[config.mk]
export PLATFORM = sky130hd
export DESIGN_NAME = leaf_out_port_arbiter_flat
export DESIGN_NICKNAME = d
export VERILOG_FILES = /design/src/rtl/leaf_out_port_arbiter_pkg.sv /design/src/rtl/leaf_out_port_arbiter_if.sv /design/src/rtl/leaf_out_port_arbiter_chan_fifo.sv /design/src/rtl/leaf_out_port_arbiter.sv /design/src/flat_wrapper.sv
export SDC_FILE = /design/constraint.sdc
export NUM_CORES = 1
export LEC_CHECK = 0
export ABC_AREA = 0
export BUFFER_PORTS_ARGS = -buffer_cell sky130_fd_sc_hd__buf_2
export CORE_MARGIN = 3
export CORE_UTILIZATION = 45
export CTS_CLUSTER_DIAMETER = 200
export CTS_CLUSTER_SIZE = 30
export DETAILED_ROUTE_END_ITERATION = 7
export PLACE_DENSITY = 0.6
export RECOVER_POWER = 100
export SYNTH_ARGS = -nofsm -noshare
export SYNTH_HDL_FRONTEND = slang
export SYNTH_SLANG_ARGS = --single-unit
[constraint.sdc]
create_clock -name clk_user -period 4.78 [get_ports clk_user]
set_clock_uncertainty 0.15 [all_clocks]
set_input_delay 0.717 -clock clk_user [delete_from_list [all_inputs] [get_ports clk_user]]
set_output_delay 0.717 -clock clk_user [all_outputs]
set_load 0.03 [all_outputs]
[src/rtl/leaf_out_port_arbiter_pkg.sv]
// leaf_out_port_arbiter_pkg: shared width defaults, arbitration modes and a
// compile-time log2 helper for the leaf output arbiter.
package leaf_out_port_arbiter_pkg;
   localparam int PAYLOAD_BITS_DEF = 32;
   localparam int PORT_BITS_DEF = 4;
   typedef enum int {ARB_RR = 0, ARB_FIXED = 1} arb_mode_e;
   function automatic int clog2(input int v);
      int r;
      r = 0;
      while ((1 << r) < v) r++;
      return r;
   endfunction
endpackage

[src/rtl/leaf_out_port_arbiter_if.sv]
// leaf_out_port_arbiter_if: kernel-side channels and merged leaf-interface stream.
interface leaf_out_port_arbiter_if
   import leaf_out_port_arbiter_pkg::*;
#(
   parameter int PAYLOAD_BITS = PAYLOAD_BITS_DEF,
   parameter int NUM_CH = 4,
   parameter int PORT_BITS = PORT_BITS_DEF,
   parameter int FIFO_DEPTH = 8
);
   localparam int CNT_BITS = clog2(FIFO_DEPTH) + 1;
   logic [NUM_CH*PAYLOAD_BITS-1:0] din_user;
   logic [NUM_CH-1:0] vld_user;
   logic [NUM_CH-1:0] ack_user;
   logic [PAYLOAD_BITS-1:0] dout_intf;
   logic [PORT_BITS-1:0] port_intf;
   logic vld_intf;
   logic ack_intf;
   logic [NUM_CH*CNT_BITS-1:0] occupancy;
   modport master (
      input din_user, vld_user, ack_intf,
      output ack_user, dout_intf, port_intf, vld_intf, occupancy
   );
   modport slave (
      output din_user, vld_user, ack_intf,
      input ack_user, dout_intf, port_intf, vld_intf, occupancy
   );
endinterface

[src/rtl/leaf_out_port_arbiter_chan_fifo.sv]
// leaf_out_port_arbiter_chan_fifo: per-channel synchronous FIFO; ack is a
// registered not-full so the kernel never sees a combinational path.
module leaf_out_port_arbiter_chan_fifo
   import leaf_out_port_arbiter_pkg::*;
#(
   parameter int PAYLOAD_BITS = PAYLOAD_BITS_DEF,
   parameter int FIFO_DEPTH = 8
) (
   input  logic clk_i,
   input  logic rst_i,
   input  logic vld_i,
   input  logic pop_i,
   input  logic [PAYLOAD_BITS-1:0] data_i,
   output logic [PAYLOAD_BITS-1:0] data_o,
   output logic ack_o,
   output logic empty_o,
   output logic [clog2(FIFO_DEPTH):0] count_o
);
   localparam int AW = clog2(FIFO_DEPTH);
   localparam int CW = AW + 1;
   logic [PAYLOAD_BITS-1:0] mem_q [FIFO_DEPTH];
   logic [AW-1:0] wp_q, rp_q;
   logic [CW-1:0] count_q, count_d;
   logic ack_q, empty_q, push;
   assign push = vld_i && ack_q;
   assign count_d = count_q + CW'(push) - CW'(pop_i);
   always_ff @(posedge clk_i) begin
      if (rst_i) begin
         wp_q <= '0;
         rp_q <= '0;
         count_q <= '0;
         ack_q <= 1'b0;
         empty_q <= 1'b1;
      end else begin
         wp_q <= wp_q + AW'(push);
         rp_q <= rp_q + AW'(pop_i);
         count_q <= count_d;
         ack_q <= count_d != CW'(FIFO_DEPTH);
         empty_q <= count_d == '0;
      end
   end
   always_ff @(posedge clk_i) if (push) mem_q[wp_q] <= data_i;
   assign data_o = mem_q[rp_q];
   assign ack_o = ack_q;
   assign empty_o = empty_q;
   assign count_o = count_q;
   a_no_pop_empty: assert property (@(posedge clk_i) disable iff (rst_i) !(pop_i && empty_q));
   a_no_push_full: assert property (@(posedge clk_i) disable iff (rst_i) !(push && count_q == CW'(FIFO_DEPTH)));
endmodule

[src/rtl/leaf_out_port_arbiter.sv]
// leaf_out_port_arbiter: merges NUM_CH buffered kernel streams into one tagged
// leaf-interface stream through a single output register.
module leaf_out_port_arbiter
   import leaf_out_port_arbiter_pkg::*;
#(
   parameter int PAYLOAD_BITS = PAYLOAD_BITS_DEF,
   parameter int NUM_CH = 4,
   parameter int PORT_BITS = PORT_BITS_DEF,
   parameter int FIFO_DEPTH = 8,
   parameter arb_mode_e ARB_MODE = ARB_RR
) (
   input logic clk_user,
   input logic reset,
   leaf_out_port_arbiter_if.master bus
);
   localparam int CW = clog2(FIFO_DEPTH) + 1;
   logic [PAYLOAD_BITS-1:0] head [NUM_CH];
   logic [NUM_CH-1:0] empty, pop, ack;
   logic [NUM_CH*CW-1:0] occ;
   logic [PORT_BITS-1:0] last_q, port_q, gnt;
   logic [PAYLOAD_BITS-1:0] dout_q, data_d;
   logic vld_q, any, load;
   int base;
   for (genvar i = 0; i < NUM_CH; i++) begin : g_ch
      leaf_out_port_arbiter_chan_fifo #(.PAYLOAD_BITS(PAYLOAD_BITS), .FIFO_DEPTH(FIFO_DEPTH)) u_fifo (
         .clk_i(clk_user),
         .rst_i(reset),
         .vld_i(bus.vld_user[i]),
         .pop_i(pop[i]),
         .data_i(bus.din_user[i*PAYLOAD_BITS +: PAYLOAD_BITS]),
         .data_o(head[i]),
         .ack_o(ack[i]),
         .empty_o(empty[i]),
         .count_o(occ[i*CW +: CW])
      );
      assign pop[i] = load && any && gnt == PORT_BITS'(i);
   end
   assign load = !vld_q || bus.ack_intf;
   // Visit channels in priority order starting at base; first non-empty wins.
   always_comb begin
      base = ARB_MODE == ARB_FIXED ? 0 : int'(last_q) + 1;
      any = 1'b0;
      gnt = '0;
      data_d = '0;
      for (int k = 0; k < NUM_CH; k++)
         for (int j = 0; j < NUM_CH; j++)
            if (!any && !empty[j] && j == (base + k) % NUM_CH) begin
               any = 1'b1;
               gnt = PORT_BITS'(j);
               data_d = head[j];
            end
   end
   always_ff @(posedge clk_user) begin
      if (reset) begin
         vld_q <= 1'b0;
         dout_q <= '0;
         port_q <= '0;
         last_q <= PORT_BITS'(NUM_CH - 1);
      end else if (load) begin
         vld_q <= any;
         dout_q <= any ? data_d : dout_q;
         port_q <= any ? gnt : port_q;
         last_q <= any ? gnt : last_q;
      end
   end
   assign bus.ack_user = ack;
   assign bus.occupancy = occ;
   assign bus.dout_intf = dout_q;
   assign bus.port_intf = port_q;
   assign bus.vld_intf = vld_q;
endmodule

[src/flat_wrapper.sv]
// flat-port wrapper written by rule: the top's interface ports become plain ports
module leaf_out_port_arbiter_flat import leaf_out_port_arbiter_pkg::*;
#(
   parameter int PAYLOAD_BITS = PAYLOAD_BITS_DEF,
   parameter int NUM_CH = 4,
   parameter int PORT_BITS = PORT_BITS_DEF,
   parameter int FIFO_DEPTH = 8,
   parameter arb_mode_e ARB_MODE = ARB_RR
)
  (clk_user, reset, bus_din_user, bus_vld_user, bus_ack_intf, bus_ack_user, bus_dout_intf, bus_port_intf, bus_vld_intf, bus_occupancy);
  leaf_out_port_arbiter_if #(.PAYLOAD_BITS(PAYLOAD_BITS), .NUM_CH(NUM_CH), .PORT_BITS(PORT_BITS), .FIFO_DEPTH(FIFO_DEPTH)) bus_i ();
  input logic clk_user;
  input logic reset;
  input wire logic [$bits(bus_i.din_user)-1:0] bus_din_user;
  input wire logic [$bits(bus_i.vld_user)-1:0] bus_vld_user;
  input wire logic [$bits(bus_i.ack_intf)-1:0] bus_ack_intf;
  output wire logic [$bits(bus_i.ack_user)-1:0] bus_ack_user;
  output wire logic [$bits(bus_i.dout_intf)-1:0] bus_dout_intf;
  output wire logic [$bits(bus_i.port_intf)-1:0] bus_port_intf;
  output wire logic [$bits(bus_i.vld_intf)-1:0] bus_vld_intf;
  output wire logic [$bits(bus_i.occupancy)-1:0] bus_occupancy;
  assign bus_i.din_user = bus_din_user;
  assign bus_i.vld_user = bus_vld_user;
  assign bus_i.ack_intf = bus_ack_intf;
  assign bus_ack_user = bus_i.ack_user;
  assign bus_dout_intf = bus_i.dout_intf;
  assign bus_port_intf = bus_i.port_intf;
  assign bus_vld_intf = bus_i.vld_intf;
  assign bus_occupancy = bus_i.occupancy;
  leaf_out_port_arbiter #(.PAYLOAD_BITS(PAYLOAD_BITS), .NUM_CH(NUM_CH), .PORT_BITS(PORT_BITS), .FIFO_DEPTH(FIFO_DEPTH), .ARB_MODE(ARB_MODE)) u_core (.clk_user(clk_user), .reset(reset), .bus(bus_i));
endmodule
==> metrics.txt <==
initial antenna violation count=10; Yosys top cell by area=edfxtp_1; number of enable flip-flop cells after synthesis=1024; crit share post-route=roughly 86%; CP required=a little over 5 ns; Clk Tree Root Cell=clkbuf_16; Routed WL=~120 mm; final instance area=a little under 50000 µm²; Hold Buf Count CTS=0; async set-reset flop share out of synthesis=0%; Starting Density=45.7%; Final Hold Fails=0; Clock Path Buffers=3; Global Route Usage Sum=roughly 22%; Final Setup Violations=0; drc violations=0; Distinct cells, synth=73; Fin Setup TNS=0 ns; Slew headroom=-80.4%; register area share after synthesis=a little under three quarters; IO Count=roughly 190; worst min-delay path category=in -> reg; Yosys top cell area share=67.9%; worst skew pair latency=0.67 ns; CTS Buf Count=42; Synth Area per Inst=18.6 µm²; Worst-Margin Slew=roughly 2.7 ns; first-pass GRT wire length=between 150 and 200 mm; outcome=complete, but fails checks; port bufs=between 150 and 200; Top Usage Layer GRT=met2; Final Critical Period=between 4 and 5 ns; Slew Limit Fails=877; TritonCTS clock tree=done; CP max stage cell=dfxtp_2; DRT iter0 DRCs=roughly 3000; most frequent CP cell=o21ai_0; Largest delay share family, worst path=compound AO/OA/AOI/OAI gates; commonest non-fill, non-tap cell in the layout=edfxtp_1; vias per inst=around 6.1; crit path capture type=flip-flop; vias in the first global route=roughly 24000; Die Ht=approximately 320 µm; pwr dens=between 400 and 500 nW/µm²; Layout area overhead=7.33%; failing checks=capacitance limit, slew limit; final antenna-violating net count=0; Vias=23869; pin count of the biggest net entering global routing=49; Max Clk Rate=243 MHz; CP bufs+invs=2; CP Cell Sequence=buf_4 -> mux4_2 -> inv_1 -> o21ai_0 -> o21ai_0 -> a211oi_1 -> o21ai_1 -> a21oi_1; DP Area=47900 µm²; kind of critical path=reg -> reg; clk sinks=roughly 1100; Core ar.=99100 µm²; max cap viols=34; die area=between 100000 and 150000 µm²; leak pwr=between 0.01 and 0.015 µW; Hold Slack=0.233 ns; Cell Area, Synth=around 45000 µm²; synthesized instance count=roughly 2400; Arrival @ worst endpoint=about 4.5 ns; top cells by area, synth=edfxtp_1, mux4_2, dfxtp_1, mux2i_1, o22ai_1; Core Rows=~120; Yosys Warn Count=0; CP max stage delay=1.16 ns; post-detail-place hpwl=about 77 mm; VDD IR max=~0.34 mV; met3 Use GR=under 10%; M1 GR Usage=between 30% and 40%; Clk pin slew, worst setup/hold paths=roughly 0.14 ns; Final Wtd Congestion=0.887; Synth Flop Type=edfxtp_1; Setup Buffers After CTS=0; commonest non-fill, non-tap cells in the layout=edfxtp_1, mux4_2, clkbuf_1, o22ai_1, nor2_1; share of layout cells above drive strength 1=between 10% and 20%; crit start category=flip-flop; post-CTS sizing=0; grt total ovfl=0; first drt pass iteration count=6; Avg WL per Cell=between 20 and 30 µm; CTS H-tree depth=2; GR Layer Usage met2=roughly a third; fin nets=~2800; RSZ-0062 raised after global routing=false; die width=323 µm; crit-path max FO=29; Seq cells post-synth=around 1100
cell families after synthesis:
group / synth area share (%)
xor gates and xnor gates: 0.387
and+or+nand+nor: 3.44
AOI/OAI and AO/OA: 5.33
muxes: 15.9
adders and majority gates: 1.06
buffers and inverters: 2.20
DFF: 71.7
other: 0.00828
routing by layer:
metal  routed length [µm]  vias to the layer above  share of wire, %
li1                     -                    10267                 -
met1                50000                    12618                43
met2                55300                      846                48
met3                 8070                      132               7.0
met4                 2370                        6               2.0
met5                   37                        -             0.032
through the flow:
step	util [%]	total power, µW	instances	worst slack, ns
after floorplan	-	16400	2431	0.194
after global placement	48.3	18600	3846	1.08
after detailed placement	48.3	18700	3846	0.985
after CTS	49.6	23200	3924	1.11
after global routing	49.0	24000	3924	0.428
final	49.0	23000	3931	0.670
flip-flops by register name, indices dropped and copies added, names as in the netlist:
signal / flops
u_core.g_ch.u_fifo.mem_q: 1024
u_core.bus.dout_intf: 32
u_core.g_ch.u_fifo.count_o: 16
u_core.g_ch.u_fifo.rp_q: 12
u_core.g_ch.u_fifo.wp_q: 12
u_core.g_ch.u_fifo.ack_o: 4
u_core.g_ch.u_fifo.empty_o: 4
u_core.bus.port_intf: 2
u_core.last_q: 2
u_core.bus.vld_intf: 1
final timing paths:
path                                        endpoint                     startpoint  slack [ns]  depth (start not counted)
hold / removal    u_core.g_ch[0].u_fifo.mem_q[5][18]               bus_din_user[18]        0.23                          1
setup reg to reg            u_core.bus.dout_intf[21]  u_core.g_ch[3].u_fifo.rp_q[0]        0.67                          8
hold reg to reg              u_core.bus.port_intf[1]        u_core.bus.port_intf[1]        0.37                          2
setup / recovery            u_core.bus.dout_intf[21]  u_core.g_ch[3].u_fifo.rp_q[0]        0.67                          8
Yosys cell counts (all sizes together), types with 4 or more instances:
cell     count
xor2         4
mux4       256
a211oi       9
a41oi        4
nand3       30
nand2b      13
mux2        39
buf         97
nor3        37
o41ai        4
nand2       70
clkbuf      51
and2         6
or3          8
a21oi       69
o221ai       9
nor2       116
dfxtp       85
ha          32
a22oi       28
mux2i       90
o22ai      116
a211o        4
inv         30
a222oi       4
fa           4
a2111oi      4
a21o         4
a221oi       8
nor2b       21
xnor2       16
edfxtp    1024
nor4         5
o211ai      34
o21ai       62
layout make-up:
type / count / area, µm²
antenna: 7 / 17.5
multi-input combinational: 1144 / 11900
fill: 8201 / 50500
clock buffer: 78 / 1250
sequential: 1109 / 32500
inverter: 30 / 113
timing repair buffer: 276 / 1260
tap: 1287 / 1610
worst register-to-register path, cell delays in order, from the launching register on:
cell      delay [ns]
dfxtp_2         1.16
buf_4           0.48
mux4_2          0.26
inv_1           0.04
o21ai_0         1.13
o21ai_0         0.29
a211oi_1        0.27
o21ai_1         0.10
a21oi_1         0.14
power by group:
part	switching (µW)	leakage, µW	total [µW]	internal [µW]
Combinational	4140	0.00381	6650	2510
Clock	2790	0.000594	4590	1800
Sequential	550	0.00995	11800	11200
(Power assumes the default switching activity.)
